==> src/rtl/isp_loader_if.sv <==
// isp_loader_if: UART byte stream in, code-RAM write port and core reset out
interface isp_loader_if #(parameter int ADDR_W = 12);
    logic              ISPEN;
    logic [7:0]        RX_DATA;
    logic              RX_VALID;
    logic              WR;
    logic [ADDR_W-1:0] WRADDR;
    logic [31:0]       WRDATA;
    logic              CORE_RST_N;
    logic [ADDR_W:0]   WORD_CNT;
    logic              OVF;
    logic              TO_ERR;
    modport master (output ISPEN, RX_DATA, RX_VALID,
                    input WR, WRADDR, WRDATA, CORE_RST_N, WORD_CNT, OVF, TO_ERR);
    modport slave  (input ISPEN, RX_DATA, RX_VALID,
                    output WR, WRADDR, WRDATA, CORE_RST_N, WORD_CNT, OVF, TO_ERR);
endinterface

==> src/rtl/isp_loader.sv <==
// isp_loader: assembles UART bytes into 32-bit code-RAM words and sequences the core reset
module isp_loader #(
    parameter int ADDR_W   = 12,
    parameter int TIMEOUT  = 50000,
    parameter int HOLD_CYC = 16
) (
    input logic         CLK,
    input logic         RESET,
    isp_loader_if.slave bus
);
    localparam int IW = $clog2(TIMEOUT + 1);
    localparam int HW = $clog2(HOLD_CYC + 1);
    localparam logic [2:0] IDLE = 3'd0, LOAD = 3'd1, FLUSH = 3'd2, HOLD = 3'd3, RUN = 3'd4;
    logic [2:0]        state_q, state_d;
    logic [1:0]        lane_q, lane_d;
    logic [23:0]       asm_q, asm_d;
    logic [IW-1:0]     idle_q, idle_d;
    logic [HW-1:0]     hold_q, hold_d;
    logic              wr_q, wr_d;
    logic [31:0]       wrdata_q, wrdata_d;
    logic [ADDR_W-1:0] addr_q, addr_d;
    logic [ADDR_W:0]   cnt_q, cnt_d;
    logic              ovf_q, ovf_d;
    logic              to_q, to_d;
    logic              full;
    assign full = cnt_q[ADDR_W];
    always_comb begin
        state_d  = state_q;
        lane_d   = lane_q;
        asm_d    = asm_q;
        idle_d   = '0;
        hold_d   = '0;
        wr_d     = 1'b0;
        wrdata_d = wrdata_q;
        addr_d   = addr_q;
        cnt_d    = cnt_q;
        ovf_d    = ovf_q;
        to_d     = to_q;
        // address saturates at the top word so a full RAM never wraps back to 0
        if (wr_q) begin
            cnt_d  = cnt_q + 1'b1;
            addr_d = addr_q + {{(ADDR_W-1){1'b0}}, ~&addr_q};
        end
        case (state_q)
            IDLE: state_d = bus.ISPEN ? LOAD : HOLD;
            LOAD: begin
                if (!bus.ISPEN) state_d = FLUSH;
                if (bus.RX_VALID && full) ovf_d = 1'b1;
                else if (bus.RX_VALID && lane_q == 2'd3) begin
                    wr_d     = 1'b1;
                    wrdata_d = {bus.RX_DATA, asm_q};
                    asm_d    = '0;
                    lane_d   = '0;
                end else if (bus.RX_VALID) begin
                    asm_d[{lane_q, 3'b000} +: 8] = bus.RX_DATA;
                    lane_d = lane_q + 1'b1;
                end else if (lane_q != 2'd0 && idle_q == IW'(TIMEOUT - 1)) begin
                    lane_d = '0;
                    asm_d  = '0;
                    to_d   = 1'b1;
                end else if (lane_q != 2'd0) idle_d = idle_q + 1'b1;
            end
            FLUSH: begin
                state_d  = HOLD;
                wr_d     = lane_q != 2'd0 && !full;
                wrdata_d = wr_d ? {8'h00, asm_q} : wrdata_q;
                lane_d   = '0;
                asm_d    = '0;
            end
            HOLD: begin
                state_d = bus.ISPEN ? LOAD : (hold_q == HW'(HOLD_CYC - 1) ? RUN : HOLD);
                hold_d  = hold_q + 1'b1;
            end
            RUN: state_d = bus.ISPEN ? LOAD : RUN;
            default: state_d = IDLE;
        endcase
        if (state_d == LOAD && state_q != LOAD) begin
            lane_d = '0;
            asm_d  = '0;
            addr_d = '0;
            cnt_d  = '0;
            ovf_d  = 1'b0;
            to_d   = 1'b0;
        end
    end
    always_ff @(posedge CLK) begin
        if (RESET) begin
            state_q  <= IDLE;
            lane_q   <= '0;
            asm_q    <= '0;
            idle_q   <= '0;
            hold_q   <= '0;
            wr_q     <= 1'b0;
            wrdata_q <= '0;
            addr_q   <= '0;
            cnt_q    <= '0;
            ovf_q    <= 1'b0;
            to_q     <= 1'b0;
        end else begin
            state_q  <= state_d;
            lane_q   <= lane_d;
            asm_q    <= asm_d;
            idle_q   <= idle_d;
            hold_q   <= hold_d;
            wr_q     <= wr_d;
            wrdata_q <= wrdata_d;
            addr_q   <= addr_d;
            cnt_q    <= cnt_d;
            ovf_q    <= ovf_d;
            to_q     <= to_d;
        end
    end
    assign bus.WR         = wr_q;
    assign bus.WRADDR     = addr_q;
    assign bus.WRDATA     = wrdata_q;
    assign bus.CORE_RST_N = state_q == RUN;
    assign bus.WORD_CNT   = cnt_q;
    assign bus.OVF        = ovf_q;
    assign bus.TO_ERR     = to_q;
endmodule

==> src/flat_wrapper.sv <==
// flat-port wrapper written by rule: the top's interface ports become plain ports
module isp_loader_flat 
#(
    parameter int ADDR_W   = 12,
    parameter int TIMEOUT  = 50000,
    parameter int HOLD_CYC = 16
)
  (CLK, RESET, bus_ISPEN, bus_RX_DATA, bus_RX_VALID, bus_WR, bus_WRADDR, bus_WRDATA, bus_CORE_RST_N, bus_WORD_CNT, bus_OVF, bus_TO_ERR);
  isp_loader_if #(.ADDR_W(ADDR_W)) bus_i ();
  input logic CLK;
  input logic RESET;
  input wire logic [$bits(bus_i.ISPEN)-1:0] bus_ISPEN;
  input wire logic [$bits(bus_i.RX_DATA)-1:0] bus_RX_DATA;
  input wire logic [$bits(bus_i.RX_VALID)-1:0] bus_RX_VALID;
  output wire logic [$bits(bus_i.WR)-1:0] bus_WR;
  output wire logic [$bits(bus_i.WRADDR)-1:0] bus_WRADDR;
  output wire logic [$bits(bus_i.WRDATA)-1:0] bus_WRDATA;
  output wire logic [$bits(bus_i.CORE_RST_N)-1:0] bus_CORE_RST_N;
  output wire logic [$bits(bus_i.WORD_CNT)-1:0] bus_WORD_CNT;
  output wire logic [$bits(bus_i.OVF)-1:0] bus_OVF;
  output wire logic [$bits(bus_i.TO_ERR)-1:0] bus_TO_ERR;
  assign bus_i.ISPEN = bus_ISPEN;
  assign bus_i.RX_DATA = bus_RX_DATA;
  assign bus_i.RX_VALID = bus_RX_VALID;
  assign bus_WR = bus_i.WR;
  assign bus_WRADDR = bus_i.WRADDR;
  assign bus_WRDATA = bus_i.WRDATA;
  assign bus_CORE_RST_N = bus_i.CORE_RST_N;
  assign bus_WORD_CNT = bus_i.WORD_CNT;
  assign bus_OVF = bus_i.OVF;
  assign bus_TO_ERR = bus_i.TO_ERR;
  isp_loader #(.ADDR_W(ADDR_W), .TIMEOUT(TIMEOUT), .HOLD_CYC(HOLD_CYC)) u_core (.CLK(CLK), .RESET(RESET), .bus(bus_i));
endmodule
==> config.mk <==
export PLATFORM = sky130hd
export DESIGN_NAME = isp_loader_flat
export DESIGN_NICKNAME = d
export VERILOG_FILES = /design/src/rtl/isp_loader_if.sv /design/src/rtl/isp_loader.sv /design/src/flat_wrapper.sv
export SDC_FILE = /design/constraint.sdc
export NUM_CORES = 1
export LEC_CHECK = 0
export BUFFER_PORTS_ARGS = -buffer_cell sky130_fd_sc_hd__clkbuf_2
export CAP_MARGIN = 20
export CORE_MARGIN = 2
export CORE_UTILIZATION = 55
export CTS_CLUSTER_DIAMETER = 30
export DETAILED_ROUTE_END_ITERATION = 12
export PLACE_DENSITY = 0.78
export SYNTH_ARGS = -nofsm -noshare
export SYNTH_HDL_FRONTEND = slang
export SYNTH_SLANG_ARGS = --single-unit
==> constraint.sdc <==
create_clock -name CLK -period 4.25 [get_ports CLK]
set_input_delay 0.85 -clock CLK [delete_from_list [all_inputs] [get_ports CLK]]
set_output_delay 0.85 -clock CLK [all_outputs]
set_load 0.02 [all_outputs]
# Yosys cells after proc, flatten, opt, wreduce, memory -nomap -nowiden
# Index checks and enable logic that the tools add are counted.
[word_totals]
register_bits = 110
input_bits = 12
output_inout_bits = 61
elab_cells = 80
[op_classes]
add_sub_neg = 6
n_eq_ne = 13
n_shift = 2
n_mux = 24
n_bitwise = 6
reduce_logical = 18
[ops]
columns = ["operator", "n"]
rows = [
  ["$mux W24", 4],
  ["$mux W32", 3],
  ["$pmux W32 S2", 1],
  ["$pmux W24 S2", 1],
  ["$bwmux W24", 1],
  ["$shift A8 B7 Y24 const A", 1],
  ["$shiftx A8 B7 Y24", 1],
  ["$add A16 B1 Y16 const B", 1],
  ["$eq A16 B16 Y1 const B", 1],
  ["$pmux W3 S5", 1],
  ["$add A13 B1 Y13 const B", 1],
  ["$add A12 B1 Y12", 1],
  ["$mux W3", 4],
  ["$reduce_and A12 Y1", 1],
  ["$mux W2", 5],
  ["$neg A5 Y7", 1],
  ["$reduce_or A7 Y1", 1],
  ["$eq A3 B1 Y1 const B", 2],
  ["$eq A3 B2 Y1 const B", 2],
  ["$not A1 Y1", 6],
  ["$add A5 B1 Y5 const B", 1],
  ["$eq A5 B4 Y1 const B", 1],
  ["$logic_and A1 B1 Y1", 5],
  ["$reduce_and A5 Y1", 1],
  ["other kinds (17)", 22],
]

# Longest topological paths before layout
[depth]
word_depth = 7
depth_mapped = 10
ltp_nobuf = 10

# Least setup slack after synthesis
# No wires, ideal clock.
[synth_path]
path_kind = "flip-flop to flip-flop"
start = "reg u_core.lane_q[0]"
end = "reg u_core.idle_q[10]"
setup_time_ns = 0.117
arrival_time_ns = 2.280
required_time_ns = 4.133
setup_slack_ns = 1.853
stages_incl_launch_ff = 9
path_buffers = 2
synth_period_minus_slack_ns = 2.397
cell_sequence = "dfxtp_1 > inv_1 > ha_1 > or4_1 > o41ai_4 > or3_1 > clkbuf_1 > buf_2 > nor2_1"
[synth_between]
elab_chain_len = 3
elab_cells_between_ends = 6
cone_classes = "eq/ne (1); bitwise (1); reduce/logical (4)"
[synth_rtl]
columns = ["element", "line", "source"]
rows = [
  ["from (decl)", "isp_loader.sv:15", "logic [1:0] lane_q, lane_d;"],
  ["from (signal assigned)", "isp_loader.sv:101", "lane_q <= lane_d;"],
  ["$eq A2 B2 Y1 / $reduce_bool A2 Y1 (equally long branches)", "isp_loader.sv:49, isp_loader.sv:57, isp_loader.sv:61", ""],
  ["$logic_and A1 B1 Y1 (tied with other cells)", "isp_loader.sv:49", "else if (bus.RX_VALID && lane_q == 2'd3) begin"],
  ["$reduce_or A7 Y1 (no source line) *", "n/a", ""],
  ["to (signal assigned)", "isp_loader.sv:103", "idle_q <= idle_d;"],
  ["to (decl)", "isp_loader.sv:17", "logic [IW-1:0] idle_q, idle_d;"],
]
# Every way passes the cells marked *; elsewhere a longest branch is shown, timed or not.
# A chain may end at the register's enable or synchronous reset.

# Final worst setup path
[layout_path]
start = "reg u_core.lane_q[0]"
end = "reg u_core.asm_q[7]"
[layout_between]
elab_chain_len = 7
elab_cells_between_ends = 14
cone_classes = "add/sub (1); eq/ne (2); shift (2); mux (5); reduce/logical (4)"
[layout_rtl]
columns = ["element", "line", "source"]
rows = [
  ["$neg A5 Y7", "isp_loader.sv:55", "asm_d[{lane_q, 3'b000} +: 8] = bus.RX_DATA;"],
  ["$shiftx A8 B7 Y24 / $shift A8 B7 Y24 (equally long branches)", "isp_loader.sv:55", ""],
  ["$bwmux W24", "isp_loader.sv:55", ""],
  ["$mux W24", "isp_loader.sv:54", "end else if (bus.RX_VALID) begin"],
  ["$mux W24", "isp_loader.sv:49", ""],
  ["$mux W24", "isp_loader.sv:48", "if (bus.RX_VALID && full) ovf_d = 1'b1;"],
  ["$pmux W24 S2", "isp_loader.sv:44", "case (state_q)"],
  ["to (signal assigned)", "isp_loader.sv:102", "asm_q <= asm_d;"],
  ["to (decl)", "isp_loader.sv:16", "logic [23:0] asm_q, asm_d;"],
]
# Parallel ways exist; a longest one is shown, timed or not. The select of a mux whose other input is x is not followed.

==> impl_metrics.ini <==
[cells_and_area]
fillCellCount = 663
final_layout_size_suffix_gt1_share_pct = 17.9
final_nets = 561
areaGrowthSynthToFinish_pct = 14.9
layout_commonest_cell = dfxtp_1
final_cell_mix = dfxtp_1, clkbuf_2, nand2_1
final_cells = 645
diodes = 0

[power]
p_int_mw = 1.36
power_frac_comb_pct = 5.6
swShare_pct = 24.8
power.share.clock_pct = 36.2
power_mw = 1.80
pwr-share-seq_pct = 58.2
power_density_mw_per_mm2 = 363
irDropWorstVdd_mv = 0.243
switchingPower_mw = 0.448
p_leak_nw = 1.91

[routing]
antenna_left = 0
drt-wirelength-per-cell_microns = 13.3
drc = 0
first_pass_iters = 4
via_count = 3418
viasPerCell = 5.30
dr.first_iter.drc_count = 157
wl_mm = 8.60

[worst_setup_path]
path_class = reg2reg
slowest_delay_ns = 0.58
reg2reg_to = u_core.asm_q[7]
r2r_cells = 6
cp.arrival_ns = 3.05
crit_slowest_cell = or4_1
startpoint_type = flip-flop
worstPathRequired_ns = 4.51
crit_fanout = 8
crit_path_end_kind = flip-flop
path_cells = inv_1 > ha_1 > or4_1 > o41ai_4 > a31oi_1 > a22o_1
rr_startpoint = u_core.lane_q[0]
r2r_slack_ns = 1.46

[sta]
slew_headroom_pct = 32.1
rsz0062_at_grt = no
setup_violations = 0
maxSlewViolCount = 0
post-route-period-util_pct = 65.6
finalHoldViolCount = 0
layout_min_cycle_time_ns = 2.79
maxClockFrequency_mhz = 359
fin_hold_ws_ns = 0.457
totalNegativeSetupSlack_ns = 0
skew_ns = 0.0151
worst_slew_pin_slew_ns = 1.02

[die]
die_y_microns = 92.7
die_x_microns = 92.7
placementRows = 32
coreArea_sq_mm = 0.00769
die_area_sq_mm = 0.00860
floorplan.initialDensity_pct = 56.3
io_pins = 73

[min_path]
hold_path_class = reg2reg
hold_end = u_core.hold_q[0]
min_path_cells = 1
hold_start = u_core.hold_q[0]

[placement]
port_buffers = 72
placedCellCount = 628
hpwlAfterDp_mm = 5.91
gp_congestion = 0.802

[logic_synthesis]
syn_inst = 474
synth.distinct_cells = 38
synth_area_sq_mm = 0.00433
ys.flop_type = dfxtp_1
synth_edf_count = 0
seq_area_frac_synth_pct = 50.9
synth_nets = 497
ys_async_sr_fraction_pct = 0
postSynthAreaPerCell_sq_um = 9.14
yosysWarnings = 0
yosys_register_bits = 110

[global_route]
grt_pass1_wl_mm = 14.5
grt_pass1_vias = 3145
grt_overflow = 0
antenna_found_initial = 0
grt_usage_pct = 20.8
grt_max_degree = 41

[clock_network]
clock-root-buffer = clkbuf_8
cts_tree = done
cts_buffers = 9
htreeDepth = 3
cts.sinks = 110
insertion_delay_ns = 0.37
postCtsSetupRepairBufs = 0
cts_resized = 0
clkSlewWorstSetupHoldPaths_ns = 0.10
hold_buffers = 0
cts_buffer_depth = 2

[outcome]
status = complete, no violations

[flow_run]
cap_violations = 0
[Yosys cell counts, types with 5 or more instances]
library cell	instances	area (sq um)
inv_1	7	26.3
nor2_1	62	233
clkbuf_1	16	60.1
and3_1	9	56.3
xnor2_1	11	96.3
a21oi_1	41	205
nand2_1	69	259
ha_1	11	138
xor2_1	25	219
or3_1	7	43.8
nand3_1	15	75.1
a31oi_1	5	31.3
a22o_1	24	210
dfxtp_1	110	2200
nand4_1	12	75.1
nand3b_1	9	67.6
[registers in the layout, indices dropped and copies added, names as in the netlist, 2 cells and up]
signal and count:
u_core.idle_q 16, u_core.asm_q 24, u_core.bus.WRDATA 32, u_core.bus.WRADDR 12, u_core.state_q 3, u_core.hold_q 5
u_core.lane_q 2, u_core.bus.WORD_CNT 13
[logic make-up (layout without fill, tap and decap cells)]
group,Yosys count,after routing,share of synthesized area [%]
XOR/XNOR,36,36,7.28
flip-flops,110,110,50.9
AO/OA/AOI/OAI,79,79,12.2
adder cells (fa/ha/maj),11,11,3.18
multiplexers,3,3,0.693
buffers and inverters,28,97,2.69
AND/OR/NAND/NOR,207,207,23.1
[power by group through the flow]
stage                     Combinational, mW  Sequential [mW]  Clock, mW
after floorplan                      0.0634             1.08          0
after global placement               0.0962             1.07          0
after detailed placement             0.0984             1.07          0
after CTS                            0.0987             1.05      0.668
after global routing                  0.112             1.05      0.704
final                                 0.100             1.05      0.654
[worst max path at each step]
stage,endpoint,startpoint
after detailed placement,u_core.bus.WRDATA[31],u_core.state_q[1]
after CTS,u_core.bus.WRDATA[9],u_core.state_q[1]
after floorplan,u_core.idle_q[10],u_core.lane_q[0]
after global placement,u_core.bus.WRDATA[25],u_core.state_q[1]
after global routing,u_core.asm_q[1],u_core.lane_q[0]
final,u_core.asm_q[7],u_core.lane_q[0]
[area by class of cell]
type / instances / area [sq um] / share of cell area (%)
clock buffer: 9 / 124 / 2.49
clock inverter: 7 / 86.3 / 1.74
inverter: 7 / 26.3 / 0.528
multi-input combinational: 336 / 2020 / 40.7
sequential: 110 / 2200 / 44.3
tap: 102 / 128 / 2.57
timing repair buffer: 74 / 383 / 7.70
[per-stage QoR]
step / area [sq um] / util, % / setup WS [ns]
final: 4970 / 64.7 / 1.46
after global routing: 4970 / 64.7 / 1.28
after CTS: 4960 / 64.5 / 1.39
after detailed placement: 4750 / 61.8 / 1.43
after global placement: 4750 / 61.8 / 1.50
after floorplan: 4330 / - / 1.85
[metal layers]
metal	routed length (microns)	track usage [%]	vias up	share of wire, %
met5	0	0	-	0
met4	97	7.60	0	1.1
met3	376	3.58	10	4.4
met2	4010	34.3	73	47
met1	4110	27.5	1587	48
li1	-	-	1748	-
[critical path: cells and delay by family, from the launching register on]
family	cells	cell delay (ns)
compound gates	3	1.13
fa+ha+maj	1	0.34
buf+inv	1	0.16
flops	1	0.48
simple gates	1	0.58
No activity file was read; power rests on OpenSTA's default activity.
